$ cat src/rtl/data_memory_arbiter_if.sv
// rtl/data_memory_arbiter_if.sv - one requester's req/gnt beat port onto the shared Data_Memory
interface data_memory_arbiter_if #(
    parameter int ADDR_W = 16,
    parameter int DATA_W = 16
);
    logic              req;
    logic              we;
    logic [ADDR_W-1:0] addr;
    logic [DATA_W-1:0] wdata;
    logic              gnt;
    logic [DATA_W-1:0] rdata;
    logic              rvalid;

    modport master (output req, we, addr, wdata, input gnt, rdata, rvalid);
    modport slave  (input req, we, addr, wdata, output gnt, rdata, rvalid);
endinterface

$ cat src/rtl/data_memory_arbiter.sv
// rtl/data_memory_arbiter.sv - burst-limited GPP/comms-processor arbiter for the single-port Data_Memory
module data_memory_arbiter #(
    parameter int DATA_W       = 16,
    parameter int ADDR_W       = 16,
    parameter int MAX_BURST    = 8,
    parameter int PRIORITY_GPP = 1
) (
    input  logic                 clk,
    input  logic                 rst,
    data_memory_arbiter_if.slave gpp,
    data_memory_arbiter_if.slave cp,
    output logic                 mem_we,
    output logic [ADDR_W-1:0]    mem_addr,
    output logic [DATA_W-1:0]    mem_wdata,
    input  logic [DATA_W-1:0]    mem_rdata,
    output logic                 owner
);
    localparam int CNT_W = $clog2(MAX_BURST + 1);
    localparam logic [CNT_W-1:0] BURST_MAX = CNT_W'(MAX_BURST);

    typedef enum logic [1:0] {IDLE, OWN_G, OWN_C} state_t;

    state_t            state;
    logic              gpp_gnt_q;
    logic              cp_gnt_q;
    logic              last_cp;
    logic [CNT_W-1:0]  count;
    logic [CNT_W-1:0]  cnt_inc;
    logic [DATA_W-1:0] gpp_rdata_q;
    logic [DATA_W-1:0] cp_rdata_q;
    logic              gpp_rvalid_q;
    logic              cp_rvalid_q;
    logic              beat_g;
    logic              beat_c;

    assign beat_g  = gpp_gnt_q & gpp.req;
    assign beat_c  = cp_gnt_q & cp.req;
    assign cnt_inc = (count == BURST_MAX) ? count : count + 1'b1;

    assign gpp.gnt    = gpp_gnt_q;
    assign gpp.rdata  = gpp_rdata_q;
    assign gpp.rvalid = gpp_rvalid_q;
    assign cp.gnt     = cp_gnt_q;
    assign cp.rdata   = cp_rdata_q;
    assign cp.rvalid  = cp_rvalid_q;

    // Memory bus follows the owner only on a beat; otherwise parked at zero.
    always_comb begin
        mem_we    = 1'b0;
        mem_addr  = '0;
        mem_wdata = '0;
        if (beat_g) begin
            mem_we    = gpp.we;
            mem_addr  = gpp.addr;
            mem_wdata = gpp.wdata;
        end else if (beat_c) begin
            mem_we    = cp.we;
            mem_addr  = cp.addr;
            mem_wdata = cp.wdata;
        end
    end

    always_ff @(posedge clk or negedge rst) begin
        if (!rst) begin
            state        <= IDLE;
            gpp_gnt_q    <= 1'b0;
            cp_gnt_q     <= 1'b0;
            owner        <= 1'b0;
            last_cp      <= 1'b1;
            count        <= '0;
            gpp_rdata_q  <= '0;
            cp_rdata_q   <= '0;
            gpp_rvalid_q <= 1'b0;
            cp_rvalid_q  <= 1'b0;
        end else begin
            gpp_rvalid_q <= 1'b0;
            cp_rvalid_q  <= 1'b0;
            if (beat_g && !gpp.we) begin
                gpp_rdata_q  <= mem_rdata;
                gpp_rvalid_q <= 1'b1;
            end
            if (beat_c && !cp.we) begin
                cp_rdata_q  <= mem_rdata;
                cp_rvalid_q <= 1'b1;
            end

            case (state)
                IDLE: begin
                    count <= '0;
                    // Round-robin favours whoever did not own last; reset leaves CP as last.
                    if (gpp.req && (!cp.req || PRIORITY_GPP != 0 || last_cp)) begin
                        state     <= OWN_G;
                        gpp_gnt_q <= 1'b1;
                        owner     <= 1'b0;
                    end else if (cp.req) begin
                        state    <= OWN_C;
                        cp_gnt_q <= 1'b1;
                        owner    <= 1'b1;
                    end
                end
                OWN_G: begin
                    if (!gpp.req || (cp.req && cnt_inc == BURST_MAX)) begin
                        last_cp   <= 1'b0;
                        count     <= '0;
                        gpp_gnt_q <= 1'b0;
                        if (cp.req) begin
                            state    <= OWN_C;
                            cp_gnt_q <= 1'b1;
                            owner    <= 1'b1;
                        end else begin
                            state <= IDLE;
                        end
                    end else begin
                        count <= cnt_inc;
                    end
                end
                OWN_C: begin
                    if (!cp.req || (gpp.req && cnt_inc == BURST_MAX)) begin
                        last_cp  <= 1'b1;
                        count    <= '0;
                        cp_gnt_q <= 1'b0;
                        if (gpp.req) begin
                            state     <= OWN_G;
                            gpp_gnt_q <= 1'b1;
                            owner     <= 1'b0;
                        end else begin
                            state <= IDLE;
                        end
                    end else begin
                        count <= cnt_inc;
                    end
                end
                default: begin
                    state     <= IDLE;
                    gpp_gnt_q <= 1'b0;
                    cp_gnt_q  <= 1'b0;
                    count     <= '0;
                end
            endcase
        end
    end
endmodule

$ cat src/flat_wrapper.sv
// flat-port wrapper written by rule: the top's interface ports become plain ports
module data_memory_arbiter_flat 
#(
    parameter int DATA_W       = 16,
    parameter int ADDR_W       = 16,
    parameter int MAX_BURST    = 8,
    parameter int PRIORITY_GPP = 1
)
  (clk, rst, mem_we, mem_addr, mem_wdata, mem_rdata, owner, gpp_req, gpp_we, gpp_addr, gpp_wdata, gpp_gnt, gpp_rdata, gpp_rvalid, cp_req, cp_we, cp_addr, cp_wdata, cp_gnt, cp_rdata, cp_rvalid);
  data_memory_arbiter_if #(.ADDR_W(ADDR_W), .DATA_W(DATA_W)) gpp_i ();
  data_memory_arbiter_if #(.ADDR_W(ADDR_W), .DATA_W(DATA_W)) cp_i ();
  input  logic clk;
  input  logic rst;
  output logic mem_we;
  output logic [ADDR_W-1:0] mem_addr;
  output logic [DATA_W-1:0] mem_wdata;
  input  logic [DATA_W-1:0] mem_rdata;
  output logic owner;
  input wire logic [$bits(gpp_i.req)-1:0] gpp_req;
  input wire logic [$bits(gpp_i.we)-1:0] gpp_we;
  input wire logic [$bits(gpp_i.addr)-1:0] gpp_addr;
  input wire logic [$bits(gpp_i.wdata)-1:0] gpp_wdata;
  output wire logic [$bits(gpp_i.gnt)-1:0] gpp_gnt;
  output wire logic [$bits(gpp_i.rdata)-1:0] gpp_rdata;
  output wire logic [$bits(gpp_i.rvalid)-1:0] gpp_rvalid;
  input wire logic [$bits(cp_i.req)-1:0] cp_req;
  input wire logic [$bits(cp_i.we)-1:0] cp_we;
  input wire logic [$bits(cp_i.addr)-1:0] cp_addr;
  input wire logic [$bits(cp_i.wdata)-1:0] cp_wdata;
  output wire logic [$bits(cp_i.gnt)-1:0] cp_gnt;
  output wire logic [$bits(cp_i.rdata)-1:0] cp_rdata;
  output wire logic [$bits(cp_i.rvalid)-1:0] cp_rvalid;
  assign gpp_i.req = gpp_req;
  assign gpp_i.we = gpp_we;
  assign gpp_i.addr = gpp_addr;
  assign gpp_i.wdata = gpp_wdata;
  assign gpp_gnt = gpp_i.gnt;
  assign gpp_rdata = gpp_i.rdata;
  assign gpp_rvalid = gpp_i.rvalid;
  assign cp_i.req = cp_req;
  assign cp_i.we = cp_we;
  assign cp_i.addr = cp_addr;
  assign cp_i.wdata = cp_wdata;
  assign cp_gnt = cp_i.gnt;
  assign cp_rdata = cp_i.rdata;
  assign cp_rvalid = cp_i.rvalid;
  data_memory_arbiter #(.DATA_W(DATA_W), .ADDR_W(ADDR_W), .MAX_BURST(MAX_BURST), .PRIORITY_GPP(PRIORITY_GPP)) u_core (.clk(clk), .rst(rst), .gpp(gpp_i), .cp(cp_i), .mem_we(mem_we), .mem_addr(mem_addr), .mem_wdata(mem_wdata), .mem_rdata(mem_rdata), .owner(owner));
endmodule
$ cat config.mk
export PLATFORM = sky130hd
export DESIGN_NAME = data_memory_arbiter_flat
export DESIGN_NICKNAME = d
export VERILOG_FILES = /design/src/rtl/data_memory_arbiter_if.sv /design/src/rtl/data_memory_arbiter.sv /design/src/flat_wrapper.sv
export SDC_FILE = /design/constraint.sdc
export NUM_CORES = 1
export LEC_CHECK = 0
export CORE_MARGIN = 2
export CORE_UTILIZATION = 31
export CTS_CLUSTER_DIAMETER = 120
export CTS_CLUSTER_SIZE = 12
export DETAILED_ROUTE_END_ITERATION = 10
export PLACE_DENSITY = 0.76
export SLEW_MARGIN = 20
export SYNTH_ARGS = -nofsm -noshare
export SYNTH_HDL_FRONTEND = slang
export SYNTH_SLANG_ARGS = --single-unit
export TNS_END_PERCENT = 20
$ cat constraint.sdc
create_clock -name clk -period 1.93 [get_ports clk]
set_input_delay 0.193 -clock clk [delete_from_list [all_inputs] [get_ports clk]]
set_output_delay 0.193 -clock clk [all_outputs]
set_load 0.05 [all_outputs]
==> reports/results.txt <==
I/O pin total - 156
Post-Route WL - 8.07 mm
post-route ant nets - 0
crit path kind - reg -> reg
Final nets - 464
critical path peak fanout - 4
Slew @ Worst Pin - 0.549 ns
startpoint types - flop
CP arrival - 2.15 ns
Finished Core Util - 0.599
Clock transition at path regs - 0.08 ns
CP Capture Type - flop
Register Area - 0.00108 mm2
RSZ-0062 raised after global routing - true
Clock Path Buffers - 2
Worst slew margin - 0.634
Main synth FF type - dfrtp_1
EDFF count, synth - 0
R2R setup slack - 0.01 ns
hold path startpoint - mem_rdata[14]
worst hold margin - 0.438 ns
Hold WC Path Type - in -> reg
fraction of layout cells with a size suffix above 1 - 0.247
Post-Syn Area per Cell - 10.4 um2
r2r endpoint - u_core.owner
grt total ovfl - 0
status - finished clean
max_cap viols - 0
crit path cell chain - buf_6 -> ha_2 -> nor2b_4 -> a211o_1 -> o31ai_4 -> and3b_1 -> a2bb2oi_2
drt first pass iters - 4
Netlist Area Pre-Place - 0.00215 mm2
Synth top area share - 0.499
Die W - 87.4 um
Core ar. - 0.00676 mm2
Slew Viols, Final - 0
# diodes - 0
DRC viols - 0
count of input and output buffers - 155
Yosys top cell by area - dfrtp_1
syn nets - 299
Post-Syn Instances - 207
Via density - 4.99
Starting Density - 0.319
first-pass GRT wire length - 11.4 mm
Fillers - 594
clk_skew - 0.00330 ns
clk_lat worst skew - 0.30 ns
Crit-path slowest cell - dfrtp_1
die height - 87.4 um
flops & latches, synth - 43
total number of vias - 2260
fmax - 521 MHz
Setup Viol. Count Final - 0
setup TNS - 0 ns
clk sinks - 43
Die ar. - 0.00763 mm2
vias in the first global route - 2314
Final Hold Viols - 0
Synth async-reset ratio - 1.00
CTS HTree Levels - 2
crit share post-route - 0.994
drt initial violations - 51
GRT Resource Usage Total - 0.195
RR Startpoint - u_core.count[0]
Required @ worst endpoint - 2.16 ns
largest net degree at the start of global routing - 44
CTS Root Buffer Type - clkbuf_8
Multi-input gate area - 0.00105 mm2
Synth area leaders - dfrtp_1, a22o_1, nand2_1
TritonCTS clock tree - done
placed cells - 439
Cell Pwr Density - 1720 mW/mm2
Peak VDD IR - 0.00103 V
library cells used by synthesis - 28
reg2reg path depth - 7
hold endpoint - u_core.cp.rdata[14]
fin crit period - 1.92 ns
Worst Hold Depth - 3
Rows - 30
Yosys warnings - 0
initial antenna violation count - 0
Area Growth Syn to Fin - 87.7%
Post-DP HPWL - 5.88 mm
drt wl/cell - 17.8 um
total CTS buffers - 5
P_leak - 1.84 nW
Layout Cells excl Fill - 453
register area share after synthesis - 0.499
Worst path max stage delay - 0.41 ns
GPL Wtd Cong - 0.812
## cell families after synthesis
| kind of cell | count (synthesis) | share of synthesized area |
|---|---|---|
| multiplexers | 16 | 0.0836 |
| XOR/XNOR | 2 | 0.00813 |
| AND/OR/NAND/NOR | 72 | 0.145 |
| buffers and inverters | 21 | 0.0406 |
| flip-flops | 43 | 0.499 |
| AO/OA/AOI/OAI | 47 | 0.188 |
| adder cells (fa/ha/maj) | 6 | 0.0348 |
## Yosys cell counts (2+ instances only)
master    number
a21oi_1        6
a22o_1        36
buf_2          7
clkbuf_1       5
dfrtp_1       43
ha_1           6
inv_1          8
mux2_2        16
nand2_1       52
nand2b_1       3
nand3b_1       2
nor2_1         4
nor2b_1        3
nor3_1         2
## what timing repair did
item,in CTS,in global routing
buffers inserted,0,4
setup endpoints to repair,1,38
gates cloned,0,1
hold buffers,1,0
gates resized for setup,1,19
endpoints found under the hold margin,43,0
pin swaps,0,7
## cell type report
| class | instances | share of cell area |
|---|---|---|
| Clock buffer | 6 | 0.0204 |
| Multi-Input combinational cell | 143 | 0.259 |
| Tap cell | 80 | 0.0248 |
| Timing Repair Buffer | 170 | 0.412 |
| Inverter | 9 | 0.00835 |
| Clock inverter | 2 | 0.00866 |
| Sequential cell | 43 | 0.266 |
## registers in the layout, summed over array words and instances (netlist names), 2 cells and up
name              cells
u_core.count          4
u_core.gpp.rdata     16
u_core.state          2
u_core.cp.rdata      16
## cells in the final DEF (no fill, tap or decap), types with 2 or more instances in the layout
master and count:
nor3_1 2, dfrtp_1 43, nand2b_1 3, buf_6 9, ha_1 4, nand2_1 52, clkdlybuf4s50_1 121, nor2b_1 2
nand3b_1 2, inv_2 2, a22o_2 6, buf_4 34, clkbuf_8 6, nor2_1 3, a22o_1 29, a21oi_1 5
inv_1 6, mux2_2 16, buf_12 3
## power by group
group	leakage (nW)	switching (mW)	internal, mW
Combinational	1.24	2.97	1.71
Sequential	0.533	0.237	1.29
Clock	0.0612	0.313	0.419
## critical path, delay by kind of cell (launching register included)
kind            cells  cell delay (ns)
compound gates      3             0.77
flops               1             0.41
fa+ha+maj           1             0.18
buf+inv             1             0.13
simple gates        2             0.37
## layer usage
metal	GRT usage	routed length, um	part of all wire	up-vias
met5	0	0	0	-
met4	0.0699	118	0.015	0
met3	0.0834	956	0.12	9
met2	0.343	3990	0.49	112
li1	-	-	-	1049
met1	0.206	3010	0.37	1090
## how the worst max path moves through the flow
stage	endpoint	from	cells past startpoint	slack (ns)
after global placement	mem_wdata[15]	gpp_req	5	0.05
after detailed placement	mem_wdata[15]	gpp_req	5	0.03
after global routing	u_core.cp.gnt	u_core.count[0]	8	-0.06
final	u_core.owner	u_core.count[0]	7	0.01
after CTS	mem_wdata[14]	u_core.gpp.gnt	5	0.002
after floorplan	mem_addr[1]	u_core.gpp.gnt	5	-0.07
## metrics by stage
stage          cell area, um2  power (mW)  setup WS [ns]
4_1_cts                  3910        6.81        0.00224
2_1_floorplan            2160        4.46        -0.0742
5_1_grt                  4040        7.26        -0.0614
6_report                 4040        6.94         0.0108
3_5_place_dp             3780        6.05         0.0306
3_3_place_gp             3780        5.99         0.0501
(Power assumes the default switching activity.)
